--- config.mk ---
export PLATFORM = sky130hd
export DESIGN_NAME = pc_unit_param
export DESIGN_NICKNAME = d
export VERILOG_FILES = /design/src/rtl/pc_pkg.sv /design/src/rtl/ras_stack.sv /design/src/rtl/pc_unit_param.sv
export SDC_FILE = /design/constraint.sdc
export NUM_CORES = 1
export LEC_CHECK = 0
export CORE_MARGIN = 1
export CORE_UTILIZATION = 40
export CTS_BUF_LIST = sky130_fd_sc_hd__clkbuf_8
export DETAILED_ROUTE_END_ITERATION = 8
export PLACE_DENSITY = 0.73
export SLEW_MARGIN = 15
export SYNTH_ARGS = -nofsm -noshare
export SYNTH_HDL_FRONTEND = slang
export SYNTH_SLANG_ARGS = --single-unit
--- constraint.sdc ---
create_clock -name clk -period 8.5 [get_ports clk]
set_input_delay 1.275 -clock clk [delete_from_list [all_inputs] [get_ports clk]]
set_output_delay 1.275 -clock clk [all_outputs]
set_load 0.005 [all_outputs]
--- src/rtl/pc_pkg.sv ---
// -----------------------------------------------------------------------------
// pc_pkg
// Shared definitions for the program-counter unit and its return-address stack:
//   - pc_state_e : control FSM encoding (BOOT=0, RUN=1, HALT=2)
//   - RAS_ERR_*  : bit positions inside the sticky ras_err vector
//   - DEF_*      : default parameter values used by pc_unit_param
// -----------------------------------------------------------------------------
package pc_pkg;

  typedef enum logic [1:0] {
    ST_BOOT = 2'd0,
    ST_RUN  = 2'd1,
    ST_HALT = 2'd2
  } pc_state_e;

  localparam int unsigned RAS_ERR_OVF = 0;
  localparam int unsigned RAS_ERR_UNF = 1;

  localparam int unsigned DEF_WIDTH     = 32;
  localparam logic [31:0] DEF_RESET_VEC = 32'h0000_0000;
  localparam logic [31:0] DEF_TRAP_VEC  = 32'h0000_0080;
  localparam int unsigned DEF_INC       = 4;
  localparam int unsigned DEF_ALIGN     = 2;
  localparam int unsigned DEF_RAS_DEPTH = 4;

endpackage : pc_pkg

--- src/rtl/ras_stack.sv ---
// -----------------------------------------------------------------------------
// ras_stack
// Circular return-address stack with a write pointer and a saturating count.
// A push when full overwrites the oldest entry; a pop when empty only records
// an underflow. Overflow/underflow flags are sticky until reset.
//
// Ports:
//   clk      in   core clock
//   reset    in   synchronous active-high reset
//   push     in   write din at the write pointer and advance
//   pop      in   discard the top entry (flags underflow when empty)
//   replace  in   overwrite the top entry with din, count unchanged
//   din      in   [WIDTH-1:0] address to push / replace with
//   top      out  [WIDTH-1:0] most recently pushed entry
//   empty    out  count == 0
//   full     out  count == RAS_DEPTH
//   ovf      out  sticky: a push happened while full
//   unf      out  sticky: a pop happened while empty
// -----------------------------------------------------------------------------
module ras_stack #(
  parameter int unsigned WIDTH     = 32,
  parameter int unsigned RAS_DEPTH = 4
) (
  input  logic             clk,
  input  logic             reset,
  input  logic             push,
  input  logic             pop,
  input  logic             replace,
  input  logic [WIDTH-1:0] din,
  output logic [WIDTH-1:0] top,
  output logic             empty,
  output logic             full,
  output logic             ovf,
  output logic             unf
);

  localparam int unsigned PW = $clog2(RAS_DEPTH);
  localparam int unsigned CW = PW + 1;

  logic [WIDTH-1:0] mem [RAS_DEPTH];
  logic [PW-1:0]    wp;
  logic [PW-1:0]    top_idx;
  logic [CW-1:0]    count;

  // The write pointer wraps naturally because RAS_DEPTH is a power of two.
  assign top_idx = wp - PW'(1);
  assign top     = mem[top_idx];
  assign empty   = (count == '0);
  assign full    = (count == CW'(RAS_DEPTH));

  // NOTE: the entry array is deliberately left out of reset; count gates every
  // read that matters, so clearing it would only cost reset fan-out.
  always_ff @(posedge clk) begin
    if (replace) begin
      mem[top_idx] <= din;
    end else if (push) begin
      mem[wp] <= din;
    end
  end

  // NOTE: sequential state uses non-blocking assignments so every register
  // samples the pre-edge values, independent of statement order.
  always_ff @(posedge clk) begin
    if (reset) begin
      wp    <= '0;
      count <= '0;
      ovf   <= 1'b0;
      unf   <= 1'b0;
    end else begin
      // An empty pop is only recorded; it may coincide with a push.
      if (pop && empty) begin
        unf <= 1'b1;
      end
      if (replace) begin
        // Net zero: the top slot is rewritten in place.
      end else if (push) begin
        wp <= wp + PW'(1);
        if (full) begin
          ovf <= 1'b1;
        end else begin
          count <= count + CW'(1);
        end
      end else if (pop && !empty) begin
        wp    <= top_idx;
        count <= count - CW'(1);
      end
    end
  end

endmodule : ras_stack

--- src/rtl/pc_unit_param.sv ---
// -----------------------------------------------------------------------------
// pc_unit_param
// Program-counter unit: holds the fetch PC, selects the next PC from a
// prioritised set of sources (trap, halt, ret, call, jump, branch, stall,
// increment), owns a return-address stack and a BOOT/RUN/HALT FSM.
//
// Ports:
//   clk            in   core clock
//   reset          in   synchronous active-high reset (highest priority)
//   stall          in   hold pc (sequential increment only)
//   branch_taken   in   redirect to branch_target
//   branch_target  in   [WIDTH-1:0]
//   jump           in   redirect to jump_target
//   call           in   redirect to jump_target and push pc+INC
//   jump_target    in   [WIDTH-1:0]
//   ret            in   pop the RAS and redirect to it
//   trap           in   redirect to TRAP_VEC (also leaves HALT)
//   halt           in   enter HALT
//   resume         in   leave HALT at the same pc
//   pc             out  [WIDTH-1:0] registered fetch PC
//   pc_plus        out  [WIDTH-1:0] pc + INC (combinational, wraps)
//   pc_valid       out  registered: pc is a valid fetch address
//   ras_empty      out  RAS count == 0
//   ras_full       out  RAS count == RAS_DEPTH
//   ras_err        out  [1:0] sticky {underflow, overflow}
//   state          out  [1:0] BOOT=0, RUN=1, HALT=2
// -----------------------------------------------------------------------------
module pc_unit_param
  import pc_pkg::*;
#(
  parameter int unsigned      WIDTH     = DEF_WIDTH,
  parameter logic [WIDTH-1:0] RESET_VEC = WIDTH'(DEF_RESET_VEC),
  parameter logic [WIDTH-1:0] TRAP_VEC  = WIDTH'(DEF_TRAP_VEC),
  parameter int unsigned      INC       = DEF_INC,
  parameter int unsigned      ALIGN     = DEF_ALIGN,
  parameter int unsigned      RAS_DEPTH = DEF_RAS_DEPTH
) (
  input  logic             clk,
  input  logic             reset,
  input  logic             stall,
  input  logic             branch_taken,
  input  logic [WIDTH-1:0] branch_target,
  input  logic             jump,
  input  logic             call,
  input  logic [WIDTH-1:0] jump_target,
  input  logic             ret,
  input  logic             trap,
  input  logic             halt,
  input  logic             resume,
  output logic [WIDTH-1:0] pc,
  output logic [WIDTH-1:0] pc_plus,
  output logic             pc_valid,
  output logic             ras_empty,
  output logic             ras_full,
  output logic [1:0]       ras_err,
  output logic [1:0]       state
);

  // Clears the low ALIGN bits of every value loaded into pc.
  localparam logic [WIDTH-1:0] ALIGN_MASK = ~((WIDTH'(1) << ALIGN) - WIDTH'(1));

  pc_state_e        state_q;
  pc_state_e        state_next;
  logic [WIDTH-1:0] pc_next;
  logic [WIDTH-1:0] ras_top;
  logic             ras_push;
  logic             ras_pop;
  logic             ras_replace;
  logic             ras_ovf;
  logic             ras_unf;

  assign pc_plus = pc + WIDTH'(INC);
  assign state   = state_q;

  assign ras_err[RAS_ERR_OVF] = ras_ovf;
  assign ras_err[RAS_ERR_UNF] = ras_unf;

  ras_stack #(
    .WIDTH     (WIDTH),
    .RAS_DEPTH (RAS_DEPTH)
  ) u_ras (
    .clk     (clk),
    .reset   (reset),
    .push    (ras_push),
    .pop     (ras_pop),
    .replace (ras_replace),
    .din     (pc_plus),
    .top     (ras_top),
    .empty   (ras_empty),
    .full    (ras_full),
    .ovf     (ras_ovf),
    .unf     (ras_unf)
  );

  // Next-PC selection. RAS commands are only issued from RUN, so BOOT and HALT
  // never disturb the stack.
  // NOTE: every output gets a default first so no path leaves a value
  // unassigned, which would otherwise infer a latch.
  always_comb begin
    pc_next     = pc;
    state_next  = state_q;
    ras_push    = 1'b0;
    ras_pop     = 1'b0;
    ras_replace = 1'b0;
    unique case (state_q)
      ST_BOOT: begin
        state_next = ST_RUN;
      end
      ST_RUN: begin
        if (trap) begin
          pc_next = TRAP_VEC;
        end else if (halt) begin
          state_next = ST_HALT;
        end else if (ret && call) begin
          // Pop then push: on a non-empty stack this is an in-place replace;
          // on an empty one the pop underflows and the push still lands.
          pc_next = jump_target;
          if (ras_empty) begin
            ras_pop  = 1'b1;
            ras_push = 1'b1;
          end else begin
            ras_replace = 1'b1;
          end
        end else if (ret) begin
          ras_pop = 1'b1;
          pc_next = ras_empty ? pc_plus : ras_top;
        end else if (call) begin
          ras_push = 1'b1;
          pc_next  = jump_target;
        end else if (jump) begin
          pc_next = jump_target;
        end else if (branch_taken) begin
          pc_next = branch_target;
        end else if (!stall) begin
          pc_next = pc_plus;
        end
      end
      ST_HALT: begin
        if (trap) begin
          pc_next    = TRAP_VEC;
          state_next = ST_RUN;
        end else if (resume) begin
          state_next = ST_RUN;
        end
      end
      default: begin
        state_next = ST_BOOT;
      end
    endcase
  end

  // Control FSM with registered outputs pc, pc_valid and state.
  always_ff @(posedge clk) begin
    if (reset) begin
      state_q  <= ST_BOOT;
      pc       <= RESET_VEC & ALIGN_MASK;
      pc_valid <= 1'b0;
    end else begin
      state_q  <= state_next;
      pc       <= pc_next & ALIGN_MASK;
      pc_valid <= (state_next == ST_RUN);
    end
  end

endmodule : pc_unit_param
## After elaboration in Yosys (flattened, before gate mapping)

Memories as Yosys holds them, arrays and structs flattened.
Index checks and enable logic that the tools add are counted.

| cells by class | value |
|---|---|
| add/subtract/negate cells | 5 |
| equality and inequality tests | 8 |
| muxes and demuxes | 46 |
| bitwise gates (word level) | 1 |
| reductions and logical operators | 13 |

Operators by type and width:

| kind | count |
|---|---|
| 32-bit 2-to-1 mux | 11 |
| 32-bit one-hot mux with 2 select lines | 1 |
| 32-bit by 3-bit adder with 32-bit output (second input constant) | 1 |
| 32-bit OR reduction | 1 |
| 1-bit 2-to-1 mux | 23 |
| 2-bit 2-to-1 mux | 7 |
| 3-bit 2-to-1 mux | 3 |
| 8-bit inequality test (second input constant) | 1 |
| 2-bit one-hot mux with 3 select lines | 1 |
| 3-bit AND reduction | 2 |
| 2-bit by 1-bit == test with 1-bit output (second input constant) | 2 |
| 2-bit inequality test (second input constant) | 2 |
| 4-bit AND reduction | 1 |
| 2-bit nonzero test | 2 |
| 3-bit by 1-bit adder with 3-bit output (second input constant) | 1 |
| 3-bit == test (second input constant) | 1 |
| 1-bit logical AND | 3 |
| 3-bit logical NOT | 1 |
| 3-bit inequality test (second input constant) | 1 |
| 3-bit by 1-bit subtractor with 3-bit output (second input constant) | 1 |
| 2-bit by 1-bit adder with 2-bit output (second input constant) | 1 |
| 2-bit == test (second input constant) | 1 |
| 2-bit logical NOT | 1 |
| 2-bit AND reduction | 1 |
| 3 further kinds | 3 |

| storage, ports and cells | value |
|---|---|
| flip-flop bits (word level) | 42 |
| memory bits (writable) | 128 |
| bits of input ports | 74 |
| logic and storage cells | 82 |
| memories | 1 |

Memory list:

| name | depth | width | read ports | clocked after Yosys merged registers in | write ports | line | text |
|---|---|---|---|---|---|---|---|
| u_ras.mem | 4 | 32 | 1 | 0 | 1 | ras_stack.sv:40 | `logic [WIDTH-1:0] mem [RAS_DEPTH];` |

## Logic depth before layout (Yosys ltp)

Gate-level depths: netlist of the first run.

| depth | value |
|---|---|
| word-level depth | 11 |
| depth in mapped cells | 10 |

## Hierarchy

From an unflattened synthesis of the first run, not the netlist that was laid out.

| second synthesis, totals | value |
|---|---|
| cells, all modules | 709 |
| area total of the unflattened synthesis | 8695.8 um2 |

Modules (own cells, without submodules):

| module | instances | cells each | area each (um2) | seq. area each (um2) |
|---|---|---|---|---|
| ras_stack | 1 | 218 | 5048.6 | 3983.8 |
| pc_unit_param | 1 | 491 | 3647.2 | 660.6 |

## Worst setup path after synthesis of the first run

No wires, ideal clock.

| timing path | value |
|---|---|
| path type | input to register |
| start point | input port ret |
| end point | memory u_ras.mem[0][10] (enable) |
| arrival time | 4998 ps |
| data required time | 8007 ps |
| setup slack | 3010 ps |
| stages on the path | 5 |
| cell sequence | clkbuf_1 -> o31ai_1 -> clkbuf_1 -> nor2_1 -> nor4_1 |

| between the ends | value |
|---|---|
| longest elaborated chain between the ends | 10 |
| elaborated cells between the ends (all ways) | 18 |
| classes of those cells | mux: 16; reduce/logical: 2 |

Ends and longest elaborated chain:

| element | line | text |
|---|---|---|
| start: declaration | pc_unit_param.sv:46 | `input logic ret,` |
| 1-bit 2-to-1 mux or 1-bit logical AND (tied branches) | pc_unit_param.sv:124, pc_unit_param.sv:114 |  |
| 1-bit 2-to-1 mux | pc_unit_param.sv:114 | `end else if (ret && call) begin` |
| 1-bit 2-to-1 mux | pc_unit_param.sv:112 | `end else if (halt) begin` |
| 1-bit 2-to-1 mux | pc_unit_param.sv:110 | `if (trap) begin` |
| 1-bit 2-to-1 mux | pc_unit_param.sv:105 | `unique case (state_q)` |
| 1-bit 2-to-1 mux | ras_stack.sv:56 | `end else if (push) begin` |
| 1-bit 2-to-1 mux | ras_stack.sv:54 | `if (replace) begin` |
| 1-bit 2-to-1 mux (not written as such) | ras_stack.sv:57 | `mem[wp] <= din;` |
| 32-bit OR reduction (no source line) | - |  |
| 2-bit 2-to-1 mux (no source line) or 1-bit 2-to-1 mux (tied branches) | - |  |
| end: declaration | ras_stack.sv:40 |  |

Several ways; a longest one is shown, not always the timed one.

## Worst setup path in the final report of the first run

| timing path | value |
|---|---|
| start point | register pc[2] |
| end point | output port pc_plus[18] |

| between the ends | value |
|---|---|
| longest elaborated chain between the ends | 1 |

Ends and longest elaborated chain:

| element | line | text |
|---|---|---|
| start: declaration | pc_unit_param.sv:50 | `output logic [WIDTH-1:0] pc,` |
| start signal: assignment | pc_unit_param.sv:156 | `pc <= RESET_VEC & ALIGN_MASK;` |
| start signal: assignment | pc_unit_param.sv:160 | `pc <= pc_next & ALIGN_MASK;` |
| 32-bit by 3-bit adder with 32-bit output | pc_unit_param.sv:72 | `assign pc_plus = pc + WIDTH'(INC);` |
| end: declaration | pc_unit_param.sv:51 | `output logic [WIDTH-1:0] pc_plus,` |

No other way between the ends.

==> flow_summary.toml, run 1 <==
[run_status]
status = "completed"

[timing]
finalCritPeriodShare = 0.588
slew_headroom = 0.271
finalClockSkew_ps = 16.0
timing.fmax_mhz = 200
period_minus_slack_ps = 5000
finalSetupTns_ps = 0
grt_setup_unrepaired = "false"
tightest_slew_ps = 1090
hold_violations = 0
slew_violations = 0
setup_viol = 0

[cts]
clockBufferDepth = 2
cts_resized = 0
cts_hold_buf = 0
htreeDepth = 4
cts-root-buf = "clkbuf_8"
clk_latency_ps = 470
clk_pin_slew_worst_paths_ps = 100
post-cts-setup-buffer-count = 0
cts_sinks = 160
cts_buffers = 17
tritoncts = "built"

[floorplanning]
die-area_mm2 = 0.0207
core_mm2 = 0.0196
dieHeight_um = 144
row_count = 51
start_util = 0.412
die_w_um = 144
pin_count = 145

[detailed_routing]
drtPass1Iterations = 6
drc = 0
wirelength_um = 24900
drtIter0Drc = 809
wl_per_cell_um = 22.7
vias = 6509
via_per_inst = 5.94
antenna_left = 0

[synth]
synth-edff-count = 120
yosysWarnings = 0
ys_seq_area_frac = 0.546
syn_area_per_cell_um2 = 11.6
ys_seq_elements = 160
synth_async_sr_flop_share = 0
synth_flop_cell = "edfxtp_1"
syn_inst = 695
synth_cell_types = 74
netlist_area_mm2 = 0.00807

[power]
leakage_nw = 3.51
seqPwrFrac = 0.529
p_per_area_mw_per_mm2 = 157
p_sw_mw = 0.414
p_int_mw = 1.17
pwr-share-comb = 0.101
vdd_ir_drop_max_mv = 0.108
total_power_mw = 1.59
switching_share = 0.261
p_clk_frac = 0.370

[placement]
placed_cell_area_mm2 = 0.00970
portBuffers = 136
place_congestion = 0.865
hpwl_um = 16500
placed_cells = 1064

[layout]
antennaDiodeCount = 0
layout.nets = 898
fin_area_mm2 = 0.0101
drive_above_1_share = 0.123
stdcell_count = 1096
areaGrowthSynthToFinish_pct = 25.3

[worst_setup_path]
path_class = "reg -> out"
critPathLaunchType = "flop"
crit_path_end = "pc_plus[18]"
r2r_end = "pc[7]"
crit_required_ps = 7220
path_max_fanout = 10
arrival_ps = 3720
r2r_slack_ps = 5020
crit_start = "pc[2]"
reg2regPathDepth = 8
reg2reg_from = "state[0]"
critPathCaptureType = "output pin"

[global_routing]
grt.overflow.total = 0
grt_max_degree = 45
grt_usage = 0.249
grt_pass1_vias = 6262
antenna_found_initial = 0
grt_pass1_wl_um = 37100

[hold_path]
whs_path_depth = 2
hold_class = "reg -> reg"

[job]
drv_cap = 0
## final cells by class
| type | count | area (µm²) |
|---|---|---|
| clock buffer | 17 | 234 |
| clock inverter | 15 | 173 |
| fill | 1708 | 9490 |
| inverter | 27 | 101 |
| multi-input combinational | 457 | 3360 |
| sequential | 160 | 4410 |
| tap | 265 | 332 |
| timing repair buffer | 155 | 1500 |
## metrics by stage
| stage | utilization | worst slack [ps] | hold WS (ps) |
|---|---|---|---|
| finish | 0.516 | 3500 | 482 |
| global route | 0.516 | 3270 | 520 |
| CTS | 0.516 | 3550 | 484 |
| detailed placement | 0.495 | 3550 | 458 |
| global placement | 0.495 | 3670 | 452 |
| floorplan | - | 3010 | 438 |
## logic make-up (layout without fill, tap and decap cells)
group,count (synthesis),after routing,synth area share
AND/OR/NAND/NOR,207,207,0.129
flip-flops,160,160,0.546
other,1,4,0.000465
multiplexers,38,38,0.0939
adder cells (fa/ha/maj),6,6,0.0102
XOR/XNOR,31,31,0.0337
buffers and inverters,81,214,0.0420
AO/OA/AOI/OAI,171,171,0.145
## layout by cell type (no fill, tap or decap), types with 19 or more instances in the layout
cell / netlist / routed
dfxtp_1: 40 / 39
a21oi_1: 36 / 36
xnor2_1: 19 / 19
nor2_1: 45 / 42
mux4_2: 30 / 30
clkdlybuf4s50_1: 0 / 135
nand2_1: 64 / 64
o21ai_0: 31 / 31
nand3_1: 20 / 20
buf_4: 6 / 19
edfxtp_1: 120 / 120
inv_1: 27 / 27
## worst min path at each step
stage / start / to
after global placement: u_ras.unf / u_ras.unf
after detailed placement: u_ras.ovf / u_ras.ovf
final: u_ras.ovf / u_ras.ovf
after global routing: u_ras.unf / u_ras.unf
after CTS: u_ras.ovf / u_ras.ovf
after floorplan: u_ras.unf / u_ras.unf
## cells in the mapped netlist (13+ instances only)
library cell / number / area, µm²
a21oi_1: 36 / 180
clkbuf_1: 33 / 124
dfxtp_1: 40 / 801
edfxtp_1: 120 / 3600
inv_1: 27 / 101
mux4_2: 30 / 676
nand2_1: 64 / 240
nand3_1: 20 / 100
nor2_1: 45 / 169
nor3_1: 13 / 65.1
o21ai_0: 31 / 155
o22ai_1: 13 / 81.3
xnor2_1: 19 / 166
## sequential cells by signal, summed over array words and instances, names as in the netlist
| register | flops |
|---|---|
| u_ras.mem | 120 |
| pc | 30 |
| u_ras.count | 3 |
| state | 2 |
| u_ras.wp | 2 |
| pc_valid | 1 |
| u_ras.ovf | 1 |
| u_ras.unf | 1 |
## routing by layer
layer,vias to the layer above,GRT usage,part of all wire
met1,3179,0.336,0.41
li1,2913,-,-
met2,366,0.386,0.47
met4,0,0.105,0.029
met3,51,0.0570,0.093
met5,-,0,0
## worst max-delay path: stages (launching register included)
cell and delay [ps]:
dfxtp_1 660, ha_1 370, nand4_1 200, nor4_1 700, nand3_1 190, xnor2_1 510, clkdlybuf4s50_1 610
## power by group through the flow
| stage | Sequential [mW] | Combinational, mW | Clock [mW] |
|---|---|---|---|
| 3_3_place_gp | 0.857 | 0.157 | 0 |
| 4_1_cts | 0.839 | 0.159 | 0.592 |
| 6_report | 0.839 | 0.161 | 0.588 |
| 2_1_floorplan | 0.856 | 0.0819 | 0 |
| 5_1_grt | 0.840 | 0.172 | 0.624 |
| 3_5_place_dp | 0.857 | 0.158 | 0 |
(Power assumes the default switching activity.)
==> run 2: changes to the inputs <==
==> constraint.sdc (replaced) <==
create_clock -name clk -period 5.07 [get_ports clk]
set_input_delay 0.7605 -clock clk [delete_from_list [all_inputs] [get_ports clk]]
set_output_delay 0.7605 -clock clk [all_outputs]
set_load 0.005 [all_outputs]
==> run 2 against run 1 <==
Clock power rose by 52%. Final cell count rose by 0.36%. Critical path depth unchanged. Register-to-register slack lost 2800 ps. Non-clock buffer count up 4. First-iteration DRC count decreased by 4.3%. Clock skew decreased by 3.3 ps. Routed wire length grew 0.72%. Combinational power up 67%. Via count grew 1.6%. Total power up 62%. Critical path type unchanged. Largest cell class unchanged. Largest power group unchanged.
==> flow_summary.toml, run 2 (synthesis gave the netlist of run 1 again) <==
[run_status]
status = "completed"

[timing]
finalCritPeriodShare = 0.850
slew_violations = 0
setup_viol = 0
finalSetupTns_ps = 0
slew_headroom = 0.257
grt_setup_unrepaired = "false"
timing.fmax_mhz = 232
tightest_slew_ps = 1110
hold_violations = 0
finalClockSkew_ps = 12.7
period_minus_slack_ps = 4310

[worst_setup_path]
path_max_fanout = 7
path_class = "reg -> out"
crit_required_ps = 4310
arrival_ps = 3550
critPathLaunchType = "flop"
critPathCaptureType = "output pin"

[power]
total_power_mw = 2.57
vdd_ir_drop_max_mv = 0.168
p_per_area_mw_per_mm2 = 255
leakage_nw = 3.51

[detailed_routing]
wirelength_um = 25100
vias = 6616
drc = 0
wl_per_cell_um = 22.8
via_per_inst = 6.01
drtPass1Iterations = 5
drtIter0Drc = 774
antenna_left = 0

[cts]
cts_hold_buf = 0
clockBufferDepth = 2
cts_resized = 0
post-cts-setup-buffer-count = 0
htreeDepth = 4
cts_buffers = 17
cts_sinks = 160
clk_pin_slew_worst_paths_ps = 90
cts-root-buf = "clkbuf_8"
tritoncts = "built"
clk_latency_ps = 480

[layout]
layout.cells.most_common = "clkdlybuf4s50_1"
areaGrowthSynthToFinish_pct = 25.2
drive_above_1_share = 0.125
antennaDiodeCount = 0
reg_top3 = "u_ras.mem x120, pc x30, u_ras.count x3"
fillCellCount = 1732
largest_register = "u_ras.mem"
stdcell_count = 1100
largest_reg_flops = 120
layout.nets = 902
final_cell_mix = "clkdlybuf4s50_1, edfxtp_1, nand2_1"

[global_routing]
grt_usage = 0.251
grt.overflow.total = 0
grt_pass1_wl_um = 37200
grt_max_degree = 44
antenna_found_initial = 0
grt_use_met1 = 0.334
grt_pass1_vias = 6306
met2_usage = 0.390
use_met3 = 0.0666
grt-busiest-layer = "met2"

[floorplanning]
pin_count = 145
start_util = 0.412
die_w_um = 144
row_count = 51
core_mm2 = 0.0196
dieHeight_um = 144
die-area_mm2 = 0.0207

[placement]
portBuffers = 136
place_congestion = 0.896
hpwl_um = 17000
placed_cells = 1068

[hold_path]
hold_class = "reg -> reg"

[job]
drv_cap = 0
run 2: changes by cell type in the layout (fill, tap and decap cells not counted):
cell and delta:
buf_4 +4, inv_6 -1, bufinv_16 -1, clkinvlp_4 +1, inv_8 -2, clkinv_1 +2, clkinv_4 +1
run 2: final cells by class:
| class | instances | area, µm² | area share |
|---|---|---|---|
| clock buffer | 17 | 234 | 0.0232 |
| clock inverter | 15 | 135 | 0.0134 |
| inverter | 27 | 101 | 0.0100 |
| multi-input combinational | 457 | 3360 | 0.333 |
| sequential | 160 | 4410 | 0.436 |
| tap | 265 | 332 | 0.0328 |
| timing repair buffer | 159 | 1530 | 0.151 |
run 2: worst max-delay path: stages (launching register included):
cell and delay (ps):
dfxtp_1 510, ha_1 350, nand4_1 180, nor4_1 750, nand3_1 190, xnor2_1 480, clkdlybuf4s50_1 630
run 2: metrics by stage:
stage / area [µm²] / setup WS [ps] / utilization / hold slack, ps
4_1_cts: 10100 / 865 / 0.515 / 489
3_3_place_gp: 9730 / 1330 / 0.496 / 456
3_5_place_dp: 9730 / 1300 / 0.496 / 466
5_1_grt: 10100 / 561 / 0.515 / 517
2_1_floorplan: 8080 / 94.2 / - / 438
6_report: 10100 / 759 / 0.515 / 490
run 2: per-layer routing:
metal,vias to the layer above,share of wire
met5,-,0
met4,0,0.026
met3,40,0.10
met2,364,0.47
met1,3289,0.41
li1,2923,-
run 2: path summary, 6_finish.rpt:
path | from | to | slack, ps | cells past startpoint
worst min-delay path | u_ras.unf | u_ras.unf | 490 | 2
worst max-delay path | pc[3] | pc_plus[18] | 760 | 6
worst min register to register | u_ras.unf | u_ras.unf | 490 | 2
worst max register to register | pc[3] | pc[18] | 2240 | 7
run 2: power by group:
group	switching (mW)	total [mW]	internal (mW)
Clock	0.504	0.895	0.391
Combinational	0.150	0.269	0.118
Sequential	0.0113	1.41	1.40
==> run 3: changes to the inputs <==
--- a/config.mk
+++ b/config.mk
@@ -5,11 +5,11 @@
 export SDC_FILE = /design/constraint.sdc
 export NUM_CORES = 1
 export LEC_CHECK = 0
+export ABC_AREA = 1
 export CORE_MARGIN = 1
 export CORE_UTILIZATION = 40
-export CTS_BUF_LIST = sky130_fd_sc_hd__clkbuf_8
 export DETAILED_ROUTE_END_ITERATION = 8
-export PLACE_DENSITY = 0.73
+export PLACE_DENSITY = 0.72
 export SLEW_MARGIN = 15
 export SYNTH_ARGS = -nofsm -noshare
 export SYNTH_HDL_FRONTEND = slang
==> run 3 against run 2 <==
Final cell count up 28%. Clock power up 32%. Register-to-register slack worse by 300 ps. Routed wire length up 3.2%. Setup slack better by 760 ps. Via count up 13%. Fmax up 22%. Non-clock buffer count down 4. Global-route usage down 0.59 points. Area after synthesis up 4.7%. Critical path type unchanged. Largest power group unchanged.
==> flow_summary.toml, run 3 <==
[run_status]
status = "completed"

[worst_setup_path]
crit_required_ps = 4310
r2r_slack_ps = 1940
path_max_fanout = 6
critPathLaunchType = "flop"
r2r_end = "u_ras.mem[2][16]"
critPathCaptureType = "output pin"
path_class = "reg -> out"
arrival_ps = 2790
reg2reg_from = "u_ras.wp[0]"
reg2regPathDepth = 9

[synth]
yosysWarnings = 0
synth_cell_types = 44
synth_async_sr_flop_share = 0
synth_compound_area_frac = 0.151
synth_mux_area_frac = 0
synthTopCellsByArea = "edfxtp_1, nand2_1, dfxtp_1, nor2_1, a21oi_1"
synth_xor_area_frac = 0.0215
synth_flop_cell = "edfxtp_1"
yosys.area.top_type = "edfxtp_1"
syn_area_per_cell_um2 = 8.48
synth_top_family_by_area = "simple AND/OR/NAND/NOR gates"
netlist_area_mm2 = 0.00844
synth-edff-count = 120
synth_simple_gate_area_share = 0.222
syn_inst = 996
ys_seq_elements = 160
synthAdderAreaFrac = 0.00978
yosysMostFrequentCell = "nand2_1"
ys_seq_area_frac = 0.522
synth_top_area_frac = 0.427
synthTopCellsByCount = "nand2_1, edfxtp_1, nor2_1"

[cts]
htreeDepth = 4
cts_sinks = 160
cts_buffers = 17
cts-root-buf = "clkbuf_16"
clk_latency_ps = 430
cts_resized = 0
clk_pin_slew_worst_paths_ps = 70
clockBufferDepth = 2
post-cts-setup-buffer-count = 0
cts_hold_buf = 0
tritoncts = "built"

[timing]
slew_headroom = 0.440
grt_setup_unrepaired = "false"
finalClockSkew_ps = 9.82
setup_viol = 0
tightest_slew_ps = 840
finalCritPeriodShare = 0.699
slew_violations = 0
finalSetupTns_ps = 0
period_minus_slack_ps = 3550
timing.fmax_mhz = 282
hold_violations = 0

[power]
pwr-share-comb = 0.107
vdd_ir_drop_max_mv = 0.242
leakage_nw = 4.09
switching_share = 0.254
p_clk_frac = 0.406
seqPwrFrac = 0.487
p_int_mw = 2.16
p_sw_mw = 0.733
p_per_area_mw_per_mm2 = 274

[global_routing]
grt_pass1_vias = 6943
grt_usage = 0.245
grt_pass1_wl_um = 39900
grt_max_degree = 49
antenna_found_initial = 0
grt.overflow.total = 0

[layout]
reg_top3 = "u_ras.mem x120, pc x30, u_ras.count x3"
drive_above_1_share = 0.0856
largest_register = "u_ras.mem"
largest_reg_flops = 120
fillCellCount = 1895
final_cell_mix = "nand2_1, clkdlybuf4s50_1, edfxtp_1"
layout.nets = 1200
multi_input_area_mm2 = 0.00344
postLayoutCoreUtil = 0.516
antennaDiodeCount = 0
areaGrowthSynthToFinish_pct = 25.1
ff_latch_area_mm2 = 0.00440
layout.cells.most_common = "nand2_1"

[hold_path]
min_from = "u_ras.ovf"
whs_path_depth = 2
min_to = "u_ras.ovf"
hold_class = "reg -> reg"

[detailed_routing]
wirelength_um = 25800
wl_per_cell_um = 18.4
drtIter0Drc = 730
vias = 7467
drtPass1Iterations = 7
antenna_left = 0
drc = 0
via_per_inst = 5.32

[floorplanning]
die_w_um = 147
die-area_mm2 = 0.0217
pin_count = 145
row_count = 52
core_mm2 = 0.0205
dieHeight_um = 147
start_util = 0.412

[placement]
portBuffers = 136
hpwl_um = 18500
place_congestion = 0.966

[job]
drv_cap = 0
## run 3: cells by family (layout without fill, tap and decap cells)
family / count (synthesis) / in the layout
AO/OA/AOI/OAI: 221 / 221
AND/OR/NAND/NOR: 445 / 445
adder cells (fa/ha/maj): 6 / 6
other: 1 / 4
flip-flops: 160 / 160
buffers and inverters: 144 / 278
XOR/XNOR: 19 / 19
## run 3: how the worst max path moves through the flow
stage / start / end / slack (ps) / cells after the start
floorplan: trap / u_ras.mem[1][10] / 1720 / 10
global placement: ret / pc[10] / 1600 / 13
detailed placement: ret / pc[15] / 1560 / 13
CTS: pc[2] / pc_plus[28] / 1550 / 10
global route: pc[2] / pc_plus[28] / 1390 / 10
finish: pc[2] / pc_plus[28] / 1520 / 10
## run 3: metrics by stage
step	setup WS, ps	cells	instance area, µm²	power (mW)	hold slack (ps)
after floorplan	1720	999	8460	1.61	430
final	1520	1403	10600	2.89	454
after global routing	1390	1403	10600	2.99	491
after CTS	1550	1403	10600	2.89	455
after detailed placement	1560	1371	10000	1.74	445
after global placement	1600	1371	10000	1.74	449
## run 3: critical path: stages, from the launching register on
cell and delay (ps):
dfxtp_1 480, ha_1 230, nand2_2 120, nor2_4 160, nand2_2 150, nor2_4 210
nand2_1 70, nand2_1 60, nand2_1 110, inv_1 210, clkdlybuf4s50_1 550
## run 3: power groups by stage
stage	clock network, mW	registers (mW)	logic [mW]
6_report	1.18	1.41	0.309
5_1_grt	1.24	1.41	0.340
4_1_cts	1.18	1.41	0.306
3_5_place_dp	0	1.44	0.304
3_3_place_gp	0	1.44	0.302
2_1_floorplan	0	1.44	0.176
## run 3: layer usage
layer | vias up | wire length, µm | GRT usage
li1 | 3608 | - | -
met1 | 3454 | 11400 | 0.339
met2 | 344 | 11500 | 0.372
met3 | 61 | 1950 | 0.0457
met4 | 0 | 989 | 0.111
met5 | - | 0 | 0
## run 3: cell type report
class / count / share of cell area
tap: 270 / 0.0320
clock inverter: 14 / 0.0103
sequential: 160 / 0.417
clock buffer: 18 / 0.0406
inverter: 91 / 0.0323
multi-input combinational: 695 / 0.326
timing repair buffer: 155 / 0.142
